<file path="src/rtl/pipe_fetch_if.sv">
// ============================================================================
// Module   : pipe_fetch_if
// Purpose  : Request/acknowledge fetch bus between pipe_fetch and instr memory.
// Revision : 1.0
// ============================================================================
`default_nettype none

interface pipe_fetch_if #(
    parameter int PC_W = 8
);
    logic            imem_req;
    logic [PC_W-1:0] imem_addr;
    logic            imem_ack;
    logic [31:0]     imem_rdata;

    modport master (
        output imem_req,
        output imem_addr,
        input  imem_ack,
        input  imem_rdata
    );

    modport slave (
        input  imem_req,
        input  imem_addr,
        output imem_ack,
        output imem_rdata
    );
endinterface

`default_nettype wire

</file>
<file path="src/rtl/pipe_fetch.sv">
// ============================================================================
// Module   : pipe_fetch
// Purpose  : IF stage - PC, next-PC select with delay slot, imem handshake.
// Revision : 1.0
// ============================================================================
`default_nettype none

module pipe_fetch #(
    parameter int              PC_W     = 8,
    parameter logic [PC_W-1:0] RESET_PC = '0
) (
    input  wire logic            clk,
    input  wire logic            rst,
    input  wire logic            wpcir,
    input  wire logic [1:0]      pcsrc,
    input  wire logic [PC_W-1:0] bpc,
    input  wire logic [PC_W-1:0] rpc,
    input  wire logic [PC_W-1:0] jpc,
    pipe_fetch_if.master         imem,
    output      logic [PC_W-1:0] pc,
    output      logic [PC_W-1:0] o_pc4,
    output      logic [31:0]     o_ins
);

    localparam logic [0:0] S_FETCH = 1'b0;
    localparam logic [0:0] S_HOLD  = 1'b1;

    logic [0:0]      state_q,     state_d;
    logic [PC_W-1:0] pc_q,        pc_d;
    logic [31:0]     buf_ins_q,   buf_ins_d;
    logic            rd_valid_q,  rd_valid_d;
    logic [PC_W-1:0] rd_target_q, rd_target_d;

    logic            w_fetch;
    logic            w_avail;
    logic [31:0]     w_word;
    logic            w_redir;
    logic [PC_W-1:0] w_target;
    logic [PC_W-1:0] w_pc4;
    logic [PC_W-1:0] w_next_pc;

    assign w_fetch = (state_q == S_FETCH);
    // An ack outside FETCH has no request behind it and is ignored.
    assign w_avail = (w_fetch && imem.imem_ack) || !w_fetch;
    assign w_word  = w_fetch ? imem.imem_rdata : buf_ins_q;
    assign w_pc4   = pc_q + PC_W'(4);
    assign w_redir = wpcir && (pcsrc != 2'b00);

    always_comb begin
        w_target = bpc;
        case (pcsrc)
            2'b10:   w_target = rpc;
            2'b11:   w_target = jpc;
            default: w_target = bpc;
        endcase
    end

    assign w_next_pc = w_redir    ? w_target    :
                       rd_valid_q ? rd_target_q : w_pc4;

    always_comb begin
        state_d     = state_q;
        pc_d        = pc_q;
        buf_ins_d   = buf_ins_q;
        rd_valid_d  = rd_valid_q;
        rd_target_d = rd_target_q;
        if (w_avail && wpcir) begin
            pc_d       = w_next_pc;
            rd_valid_d = 1'b0;
            state_d    = S_FETCH;
        end else if (w_fetch && imem.imem_ack && !wpcir) begin
            buf_ins_d = imem.imem_rdata;
            state_d   = S_HOLD;
        end else if (w_fetch && !imem.imem_ack && w_redir) begin
            // The in-flight word is the delay slot; remember where to go after it.
            rd_valid_d  = 1'b1;
            rd_target_d = w_target;
        end
    end

    always_ff @(posedge clk) begin
        if (rst) begin
            state_q     <= S_FETCH;
            pc_q        <= RESET_PC;
            buf_ins_q   <= '0;
            rd_valid_q  <= 1'b0;
            rd_target_q <= '0;
        end else begin
            state_q     <= state_d;
            pc_q        <= pc_d;
            buf_ins_q   <= buf_ins_d;
            rd_valid_q  <= rd_valid_d;
            rd_target_q <= rd_target_d;
        end
    end

    assign imem.imem_req  = w_fetch;
    assign imem.imem_addr = pc_q;
    assign pc             = pc_q;
    assign o_pc4          = w_pc4;
    assign o_ins          = w_avail ? w_word : 32'h0;

endmodule

`default_nettype wire

</file>
<file path="src/flat_wrapper.sv">
// flat-port wrapper written by rule: the top's interface ports become plain ports
module pipe_fetch_flat 
#(
    parameter int              PC_W     = 8,
    parameter logic [PC_W-1:0] RESET_PC = '0
)
  (clk, rst, wpcir, pcsrc, bpc, rpc, jpc, pc, o_pc4, o_ins, imem_imem_req, imem_imem_addr, imem_imem_ack, imem_imem_rdata);
  pipe_fetch_if #(.PC_W(PC_W)) imem_i ();
  input  wire logic clk;
  input  wire logic rst;
  input  wire logic wpcir;
  input  wire logic [1:0] pcsrc;
  input  wire logic [PC_W-1:0] bpc;
  input  wire logic [PC_W-1:0] rpc;
  input  wire logic [PC_W-1:0] jpc;
  output      logic [PC_W-1:0] pc;
  output      logic [PC_W-1:0] o_pc4;
  output      logic [31:0] o_ins;
  output wire logic [$bits(imem_i.imem_req)-1:0] imem_imem_req;
  output wire logic [$bits(imem_i.imem_addr)-1:0] imem_imem_addr;
  input wire logic [$bits(imem_i.imem_ack)-1:0] imem_imem_ack;
  input wire logic [$bits(imem_i.imem_rdata)-1:0] imem_imem_rdata;
  assign imem_imem_req = imem_i.imem_req;
  assign imem_imem_addr = imem_i.imem_addr;
  assign imem_i.imem_ack = imem_imem_ack;
  assign imem_i.imem_rdata = imem_imem_rdata;
  pipe_fetch #(.PC_W(PC_W), .RESET_PC(RESET_PC)) u_core (.clk(clk), .rst(rst), .wpcir(wpcir), .pcsrc(pcsrc), .bpc(bpc), .rpc(rpc), .jpc(jpc), .imem(imem_i), .pc(pc), .o_pc4(o_pc4), .o_ins(o_ins));
endmodule
</file>
<file path="config.mk">
export PLATFORM = sky130hd
export DESIGN_NAME = pipe_fetch_flat
export DESIGN_NICKNAME = d
export VERILOG_FILES = /design/src/rtl/pipe_fetch_if.sv /design/src/rtl/pipe_fetch.sv /design/src/flat_wrapper.sv
export SDC_FILE = /design/constraint.sdc
export NUM_CORES = 1
export LEC_CHECK = 0
export CAP_MARGIN = 10
export CORE_AREA = 3 3 82 84
export DETAILED_ROUTE_END_ITERATION = 10
export DIE_AREA = 0 0 85 87
export PLACE_DENSITY = 0.94
export SLEW_MARGIN = 20
export SYNTH_ARGS = -nofsm -noshare
export SYNTH_HDL_FRONTEND = slang
export SYNTH_SLANG_ARGS = --single-unit
</file>
<file path="constraint.sdc">
create_clock -name clk -period 2.8 [get_ports clk]
set_input_delay 0.84 -clock clk [delete_from_list [all_inputs] [get_ports clk]]
set_output_delay 0.84 -clock clk [all_outputs]
set_load 0.03 [all_outputs]
</file>
==> flow_metrics.tcl, run 1 <==
set metrics [dict create \
    status "finished, final reports clean" \
    synth-xor-area-share_pct 0.979 \
    rsz0062_at_grt "false" \
    clock_latency_ns 0.30 \
    ys_types 39 \
    synthArstFlopShare_pct 0 \
    cts_sinks 50 \
    hold_path.class "register to register" \
    n_antenna_cell 0 \
    period_minus_slack_ns 2.61 \
    finalHoldViolCount 0 \
    worst_slew_pin_slew_ns 0.548 \
    grt-ovfl-total 0 \
    layout-drive-gt1-share_pct 12.6 \
    start_util_pct 44.8 \
    cp.arrival_ns 1.77 \
    clock_skew_ns 0.00675 \
    grt_pass1_wl_um 13100 \
    syn_inst 391 \
    vias 3002 \
    reg2reg_from "u_core.state_q$_SDFFE_PP0P_" \
    synthSimpleGateAreaFrac_pct 25.5 \
    area_growth_pct 47.0 \
    r2r_end "u_core.rd_target_q[4]$_SDFFE_PP0P_" \
    finalWirelength_um 8110 \
    fin_crit_sh_pct 93.4 \
    syn-num-nets 454 \
    seqCellArea_um2 1000 \
    clk_path_buf_depth 2 \
    ys_seq_area_share_pct 37.3 \
    wl_per_cell_um 14.3 \
    drc 0 \
    peakVddDrop_mv 0.239 \
    cts_tree "built" \
    slowest_stage "dlygate4sd2_1" \
    path_cells "ha_1, nand3_1, xnor2_1, dlygate4sd2_1" \
    syn_area_um2 2680 \
    max_stage_delay_ns 0.45 \
    synth_top_family_by_area "simple AND/OR/NAND/NOR gates" \
    worstRegToRegCells 5 \
    core.rowCount 28 \
    synthAdderAreaFrac_pct 0.466 \
    antenna_found_initial 0 \
    r2r_slack_ns 1.06 \
    synth_compound_area_share_pct 23.5 \
    min_from "u_core.rd_target_q[6]$_SDFFE_PP0P_" \
    final_core_utilization_pct 65.8 \
    cp-end-kind "output port" \
    grt_max_degree 55 \
    cts_hold_buf 0 \
    grt_usage_pct 21.5 \
    min_to "u_core.rd_target_q[6]$_SDFFE_PP0P_" \
    cts_buffers 5 \
    cts-htree-levels 2 \
    crit_type "register to output port" \
    cts_setup_buffers 0 \
    gp_congestion 0.900 \
    n_fill_cell 528 \
    first_pass_iters 5 \
    hold_path_depth 2 \
    muxShareOfSynthArea_pct 4.20 \
    synth-warning-count 0 \
    met2_usage_pct 37.9 \
    start_kind "register" \
    leakage_nw 1.56 \
    max_cap_viol_count 0 \
    dpl.cell_count 561 \
    dp_hpwl_um 6140 \
    ant_nets 0 \
    drtIter0Drc 173 \
    grt_use_met3_pct 3.50 \
    synth_edf_count 0 \
    cp.required_ns 1.96 \
    power.density_nw_per_um2 457 \
    critPathMaxFanout 5 \
    final_max_slew_viol_count 0 \
    io_pins 119 \
    nets 556 \
    die_width_um 85 \
    core_um2 5990 \
    clkTransAtPathRegs_ns 0.08 \
    die_height_um 87 \
    fmax_ghz 0.382 \
    setup_viol 0 \
    root_buffer "clkbuf_8" \
    ys.flop_type "dfxtp_1" \
    via_per_inst 5.28 \
    stdcell_count 569 \
    ys_ff_latch 50 \
    die_area_um2 7400 \
    slew_headroom_pct 63.4 \
    gr-max-usage-layer "met2" \
    portBuffers 118 \
    multiInputGateArea_um2 1470 \
    grt_pass1_vias 2837 \
    syn_area_per_cell_um2 6.86 \
    grt_use_met1_pct 25.8 \
]
[per-stage QoR]
| stage | hold slack (ns) | setup TNS (ns) | instance area [um2] | power (mW) | setup WS [ns] |
|---|---|---|---|---|---|
| 6_report | 0.455 | 0 | 3940 | 1.80 | 0.185 |
| 5_1_grt | 0.474 | 0 | 3940 | 1.89 | 0.0961 |
| 4_1_cts | 0.457 | 0 | 3940 | 1.81 | 0.0463 |
| 3_5_place_dp | 0.445 | -0.179 | 3830 | 1.32 | -0.0385 |
| 3_3_place_gp | 0.440 | -0.00104 | 3830 | 1.31 | -0.00104 |
| 2_1_floorplan | 0.427 | 0 | 2680 | 1.08 | 0.0549 |
[layer usage]
layer,vias to the layer above,part of all wire [%],wire length [um]
met2,96,52,4250
met3,25,4.7,378
met5,-,0,0
met4,0,3.2,258
li1,1503,-,-
met1,1378,40,3220
[worst max path at each step]
stage | start | end | slack (ns) | cells after the start
finish | u_core.imem.imem_addr[3]$_SDFFE_PP0P_ | o_pc4[6] | 0.19 | 4
global route | u_core.imem.imem_addr[2]$_SDFFE_PP0P_ | o_pc4[7] | 0.1 | 4
CTS | u_core.imem.imem_addr[2]$_SDFFE_PP0P_ | o_pc4[5] | 0.05 | 3
detailed placement | imem_imem_ack | o_ins[21] | -0.04 | 5
global placement | imem_imem_ack | o_ins[12] | -0.001 | 5
floorplan | imem_imem_ack | o_ins[10] | 0.05 | 4
[layout by cell type (no fill, tap or decap), types with 4 or more instances in the layout]
cell type / n
a211o_1: 6
a211oi_1: 10
a21oi_1: 40
buf_4: 46
clkbuf_8: 5
clkdlybuf4s50_1: 80
dfxtp_1: 49
inv_1: 5
mux2i_1: 9
nand2_1: 142
nor2_1: 21
o21ai_0: 4
o21ai_1: 31
[layout make-up]
type | instances | share of cell area, %
clock buffers | 6 | 1.84
well taps | 75 | 2.38
multi-input cells | 296 | 37.2
flip-flops and latches | 50 | 25.4
inverters | 5 | 0.476
repair buffers | 135 | 31.8
clock inverters | 2 | 0.952
[critical path, delay by kind of cell (launching register included)]
kind | cells | cell delay [ns]
buffers and inverters | 1 | 0.45
DFF | 1 | 0.44
xor gates and xnor gates | 1 | 0.25
adders and majority gates | 1 | 0.23
and+or+nand+nor | 1 | 0.11
[registers in the layout, summed over array words and instances (netlist names)]
signal,count
u_core.buf_ins_q,32
u_core.imem.imem_addr,8
u_core.rd_target_q,8
u_core.rd_valid_q,1
u_core.state_q,1
[power breakdown]
group / internal (mW) / switching [mW] / total (mW)
combinational: 0.237 / 0.290 / 0.526
clock: 0.267 / 0.230 / 0.497
sequential: 0.748 / 0.0304 / 0.778
[synthesized netlist by cell type, types with 2 or more instances]
cell type / number / area share, %
inv_1: 5 / 0.70
buf_4: 10 / 2.8
a32oi_1: 3 / 0.98
nand2_1: 142 / 20
o211ai_1: 2 / 0.56
a211o_1: 6 / 2.0
clkbuf_1: 20 / 2.8
dfxtp_1: 50 / 37
o21bai_1: 2 / 0.56
buf_1: 7 / 0.98
a211oi_1: 10 / 2.8
o2bb2ai_1: 2 / 0.65
nand3_1: 2 / 0.37
o21ai_0: 34 / 6.3
mux2i_1: 9 / 3.4
nor3_1: 3 / 0.56
xnor2_1: 2 / 0.65
nor2_1: 21 / 2.9
buf_2: 2 / 0.37
a21oi_1: 40 / 7.5
[logic make-up (layout without fill, tap and decap cells)]
family,count (synthesis),after routing
AND/OR/NAND/NOR,175,175
flip-flops,50,50
multiplexers,11,11
AO/OA/AOI/OAI,106,106
XOR/XNOR,3,3
buffers and inverters,45,148
adder cells (fa/ha/maj),1,1
[timing repair]
action / CTS / global route
hold endpoints to repair: 0 / 0
gates resized for setup: 4 / 2
setup endpoints to repair: 13 / 2
Power figures use the tool's default switching activity.
==> inputs of run 2 (changes only) <==
--- a/config.mk
+++ b/config.mk
@@ -5,11 +5,12 @@
 export SDC_FILE = /design/constraint.sdc
 export NUM_CORES = 1
 export LEC_CHECK = 0
-export CAP_MARGIN = 10
+export CAP_MARGIN = 20
 export CORE_AREA = 3 3 82 84
+export CTS_CLUSTER_DIAMETER = 200
 export DETAILED_ROUTE_END_ITERATION = 10
 export DIE_AREA = 0 0 85 87
-export PLACE_DENSITY = 0.94
+export PLACE_DENSITY = 0.85
 export SLEW_MARGIN = 20
 export SYNTH_ARGS = -nofsm -noshare
 export SYNTH_HDL_FRONTEND = slang
==> flow_metrics.tcl, run 2 (synthesized netlist as in run 1, its figures left out) <==
set metrics [dict create \
    status "finished, final reports clean" \
    dp_slack_ns -0.0107 \
    slew_headroom_pct 38.9 \
    grt-ovfl-total 0 \
    start_util_pct 44.8 \
    crit_type "register to output port" \
    power_mw 1.71 \
    grt_usage_pct 21.1 \
    cts-resized-gates 5 \
    largest_reg_flops 32 \
    clockPowerShare_pct 23.6 \
    cts_tree "built" \
    cts_hold_buf 0 \
    portBuffers 118 \
    ant_nets 0 \
    via_per_inst 5.30 \
    core_um2 5990 \
    root_buffer "clkbuf_8" \
    worst_slew_pin_slew_ns 0.917 \
    cts_sinks 50 \
    nets 553 \
    cts_setup_buffers 0 \
    area_growth_pct 46.1 \
    drtIter0Drc 215 \
    start_kind "register" \
    clk_path_buf_depth 2 \
    fin_crit_sh_pct 95.7 \
    cts-htree-levels 2 \
    wl_per_cell_um 14.2 \
    met1_length_um 3190 \
    core.rowCount 28 \
    placed_area_um2 3810 \
    final_common_cell "nand2_1" \
    cp.required_ns 1.96 \
    gp_congestion 0.815 \
    switchingPower_mw 0.531 \
    finalHoldViolCount 0 \
    clock_latency_ns 0.29 \
    wl_met2_um 4110 \
    grt_pass1_vias 2813 \
    design_area_um2 3920 \
    rsz0062_at_grt "false" \
    layout-drive-gt1-share_pct 11.9 \
    maxUsedRoutingLayer "met4" \
    io_pins 119 \
    die_height_um 87 \
    dp_hpwl_um 5740 \
    setup_ws_ns 0.121 \
    antenna_found_initial 0 \
    grt_pass1_wl_um 12900 \
    setup_viol 0 \
    n_antenna_cell 0 \
    critPathMaxFanout 7 \
    peakVddDrop_mv 0.296 \
    die_width_um 85 \
    final_max_slew_viol_count 0 \
    p_int_mw 1.18 \
    comb_power_share_pct 31.0 \
    largest_register "u_core.buf_ins_q" \
    fmax_ghz 0.373 \
    die_area_um2 7400 \
    leakage_nw 1.53 \
    cp.arrival_ns 1.84 \
    clock_skew_ns 0.00538 \
    power.density_nw_per_um2 436 \
    vias 2988 \
    finalWirelength_um 8000 \
    grt_max_degree 69 \
    max_cap_viol_count 0 \
    first_pass_iters 6 \
    clkTransAtPathRegs_ns 0.08 \
    seqPwrFrac_pct 45.4 \
    hold_path.class "register to register" \
    wl_met3_um 522 \
    cp-end-kind "output port" \
    period_minus_slack_ns 2.68 \
    drc 0 \
    swShare_pct 31.1 \
    cts_buffers 5 \
    mostFrequentLayoutCells "142 x nand2_1, 80 x clkdlybuf4s50_1, 49 x dfxtp_1" \
]
[run 2: power by group through the flow]
stage               combinational (mW)  sequential (mW)  clock [mW]
floorplan                        0.282            0.801           0
CTS                              0.531            0.776       0.410
global placement                 0.518            0.790           0
global route                     0.565            0.782       0.439
finish                           0.530            0.776       0.403
detailed placement               0.525            0.792           0
[run 2: metrics by stage]
stage	TNS [ns]	std cells	hold slack (ns)	util, %
global route	0	564	0.478	65.4
finish	0	564	0.457	65.4
detailed placement	-0.0345	557	0.447	63.6
global placement	-0.000880	557	0.438	63.6
floorplan	0	391	0.427	-
CTS	0	564	0.458	65.4
[run 2: layout make-up]
| class | instances | area [um2] |
|---|---|---|
| fillers | 486 | 2070 |
| multi-input cells | 296 | 1470 |
| well taps | 75 | 93.8 |
| flip-flops and latches | 50 | 1000 |
| inverters | 5 | 18.8 |
| clock buffers | 6 | 82.6 |
| repair buffers | 132 | 1260 |
[run 2: worst paths after layout]
path	startpoint	endpoint	slack, ns	cells after the start
min	u_core.buf_ins_q[30]$_SDFFE_PP0P_	u_core.buf_ins_q[30]$_SDFFE_PP0P_	0.46	2
min reg2reg	u_core.buf_ins_q[30]$_SDFFE_PP0P_	u_core.buf_ins_q[30]$_SDFFE_PP0P_	0.46	2
max	u_core.imem.imem_addr[2]$_SDFFE_PP0P_	o_pc4[7]	0.12	4
max reg2reg	u_core.state_q$_SDFFE_PP0P_	u_core.rd_target_q[4]$_SDFFE_PP0P_	1.14	5
[run 2: per-layer routing]
layer	up-vias	GRT usage, %
met1	1372	25.1
met4	0	7.48
met5	-	0
met2	109	37.9
met3	17	4.16
li1	1490	-
[run 2: worst max-delay path, stage by stage (launching register included)]
cell and delay [ns]:
dfxtp_1 0.48, nand3_1 0.20, o21a_1 0.23, or2_2 0.28, dlygate4sd2_1 0.36
==> inputs of run 3 (changes only) <==
--- a/config.mk
+++ b/config.mk
@@ -6,11 +6,11 @@
 export NUM_CORES = 1
 export LEC_CHECK = 0
 export CAP_MARGIN = 20
-export CORE_AREA = 3 3 82 84
+export CORE_AREA = 3 3 101 103
 export CTS_CLUSTER_DIAMETER = 200
 export DETAILED_ROUTE_END_ITERATION = 10
-export DIE_AREA = 0 0 85 87
-export PLACE_DENSITY = 0.85
+export DIE_AREA = 0 0 104 106
+export PLACE_DENSITY = 0.6
 export SLEW_MARGIN = 20
 export SYNTH_ARGS = -nofsm -noshare
 export SYNTH_HDL_FRONTEND = slang
==> flow_metrics.tcl, run 3 (synthesized netlist as in run 1, its figures left out) <==
set metrics [dict create \
    setup_ws_ns 0.119 \
    mostFrequentLayoutCells "142 x nand2_1, 80 x clkdlybuf4s50_1, 49 x dfxtp_1" \
    die_height_um 106 \
    final_max_slew_viol_count 0 \
    ant_nets 0 \
    grt_use_met1_pct 18.3 \
    grt_pass1_vias 2771 \
    cp.arrival_ns 1.84 \
    leakage_nw 1.57 \
    peakVddDrop_mv 0.208 \
    largest_reg_flops 32 \
    final_core_utilization_pct 43.2 \
    met2_usage_pct 25.6 \
    n_fill_cell 999 \
    finalHoldViolCount 0 \
    gr-max-usage-layer "met2" \
    n_antenna_cell 0 \
    status "finished, final reports clean" \
    cts-htree-levels 2 \
    slew_headroom_pct 65.6 \
    drc 0 \
    dp_slack_ns -0.0285 \
    placed_area_um2 3890 \
    portBuffers 118 \
    dpl.cell_count 612 \
    path_cells "clkdlybuf4s15_1, bufbuf_16, nand2_1, o21ai_1, buf_4" \
    area_growth_pct 49.6 \
    fmax_ghz 0.373 \
    critPathMaxFanout 18 \
    clock_latency_ns 0.29 \
    setup_viol 0 \
    hold_path.class "register to register" \
    period_minus_slack_ns 2.68 \
    finalWirelength_um 8310 \
    cts_sinks 50 \
    seqPwrFrac_pct 45.0 \
    io_pins 119 \
    gp_congestion 0.791 \
    power.density_nw_per_um2 430 \
    first_pass_iters 4 \
    swShare_pct 31.2 \
    layout-drive-gt1-share_pct 12.2 \
    holdWs_ns 0.455 \
    rsz0062_at_grt "false" \
    cts_tree "built" \
    max_stage_delay_ns 0.34 \
    design_area_um2 4010 \
    cts_buffers 5 \
    final_common_cell "nand2_1" \
    grt_use_met3_pct 2.67 \
    clkTransAtPathRegs_ns 0.09 \
    via_per_inst 4.74 \
    p_int_mw 1.19 \
    grt-ovfl-total 0 \
    core_um2 9280 \
    vias 2941 \
    clock_skew_ns 0.00559 \
    fin_crit_sh_pct 95.7 \
    grt_max_degree 53 \
    grt_pass1_wl_um 13500 \
    grt_usage_pct 14.6 \
    max_cap_viol_count 0 \
    clk_path_buf_depth 2 \
    drtIter0Drc 129 \
    power_mw 1.73 \
    switchingPower_mw 0.538 \
    slowest_stage "bufbuf_16" \
    clockPowerShare_pct 24.2 \
    start_util_pct 28.9 \
    start_kind "input pin" \
    die_area_um2 11000 \
    worst_slew_pin_slew_ns 0.515 \
    cp-end-kind "output port" \
    cts_setup_buffers 0 \
    wl_per_cell_um 13.4 \
    comb_power_share_pct 30.9 \
    root_buffer "clkbuf_8" \
    dp_hpwl_um 5980 \
    largest_register "u_core.buf_ins_q" \
    finalSetupTns_ns 0 \
    antenna_found_initial 0 \
    crit_type "input pin to output port" \
    core.rowCount 35 \
    nets 554 \
    cp.required_ns 1.96 \
    stdcell_count 621 \
    die_width_um 104 \
]
## run 3: power by group through the flow
stage,clock [mW],combinational (mW),sequential [mW]
finish,0.417,0.532,0.776
global route,0.467,0.573,0.782
CTS,0.437,0.536,0.777
detailed placement,0,0.529,0.793
global placement,0,0.526,0.792
floorplan,0,0.282,0.801
## run 3: timing repair
| action | 4_1_cts | 5_1_grt |
|---|---|---|
| setup endpoints to repair | 8 | 3 |
| cloned | 1 | 0 |
| gates resized for setup | 3 | 3 |
| hold buffers | 0 | 0 |
## run 3: final cells by class
type / count / area [um2] / share of cell area [%]
tap: 129 / 161 / 4.02
clock inverter: 1 / 5.00 / 0.125
sequential: 50 / 1000 / 25.0
inverter: 5 / 18.8 / 0.468
timing repair buffer: 133 / 1270 / 31.7
multi-input combinational: 296 / 1470 / 36.5
clock buffer: 7 / 86.3 / 2.15
## run 3: path summary, 6_finish.rpt
path | start | to | slack, ns | cells past startpoint
worst min register to register | u_core.rd_target_q[6]$_SDFFE_PP0P_ | u_core.rd_target_q[6]$_SDFFE_PP0P_ | 0.46 | 2
worst max register to register | u_core.state_q$_SDFFE_PP0P_ | u_core.rd_target_q[0]$_SDFFE_PP0P_ | 1.00 | 5
worst max-delay path | imem_imem_ack | o_ins[17] | 0.12 | 5
worst min-delay path | u_core.rd_target_q[6]$_SDFFE_PP0P_ | u_core.rd_target_q[6]$_SDFFE_PP0P_ | 0.46 | 2
## run 3: per-layer routing
layer | share of wire [%] | vias to the layer above | wire [um]
li1 | - | 1493 | -
met1 | 44 | 1348 | 3620
met2 | 49 | 93 | 4100
met3 | 6.1 | 7 | 504
met4 | 0.95 | 0 | 79
met5 | 0 | - | 0
## run 3: critical path: cells and delay by family
family                 cells  cell delay [ns]
buffers and inverters      3             0.81
AO/OA/AOI/OAI              1             0.13
AND/OR/NAND/NOR            1             0.06
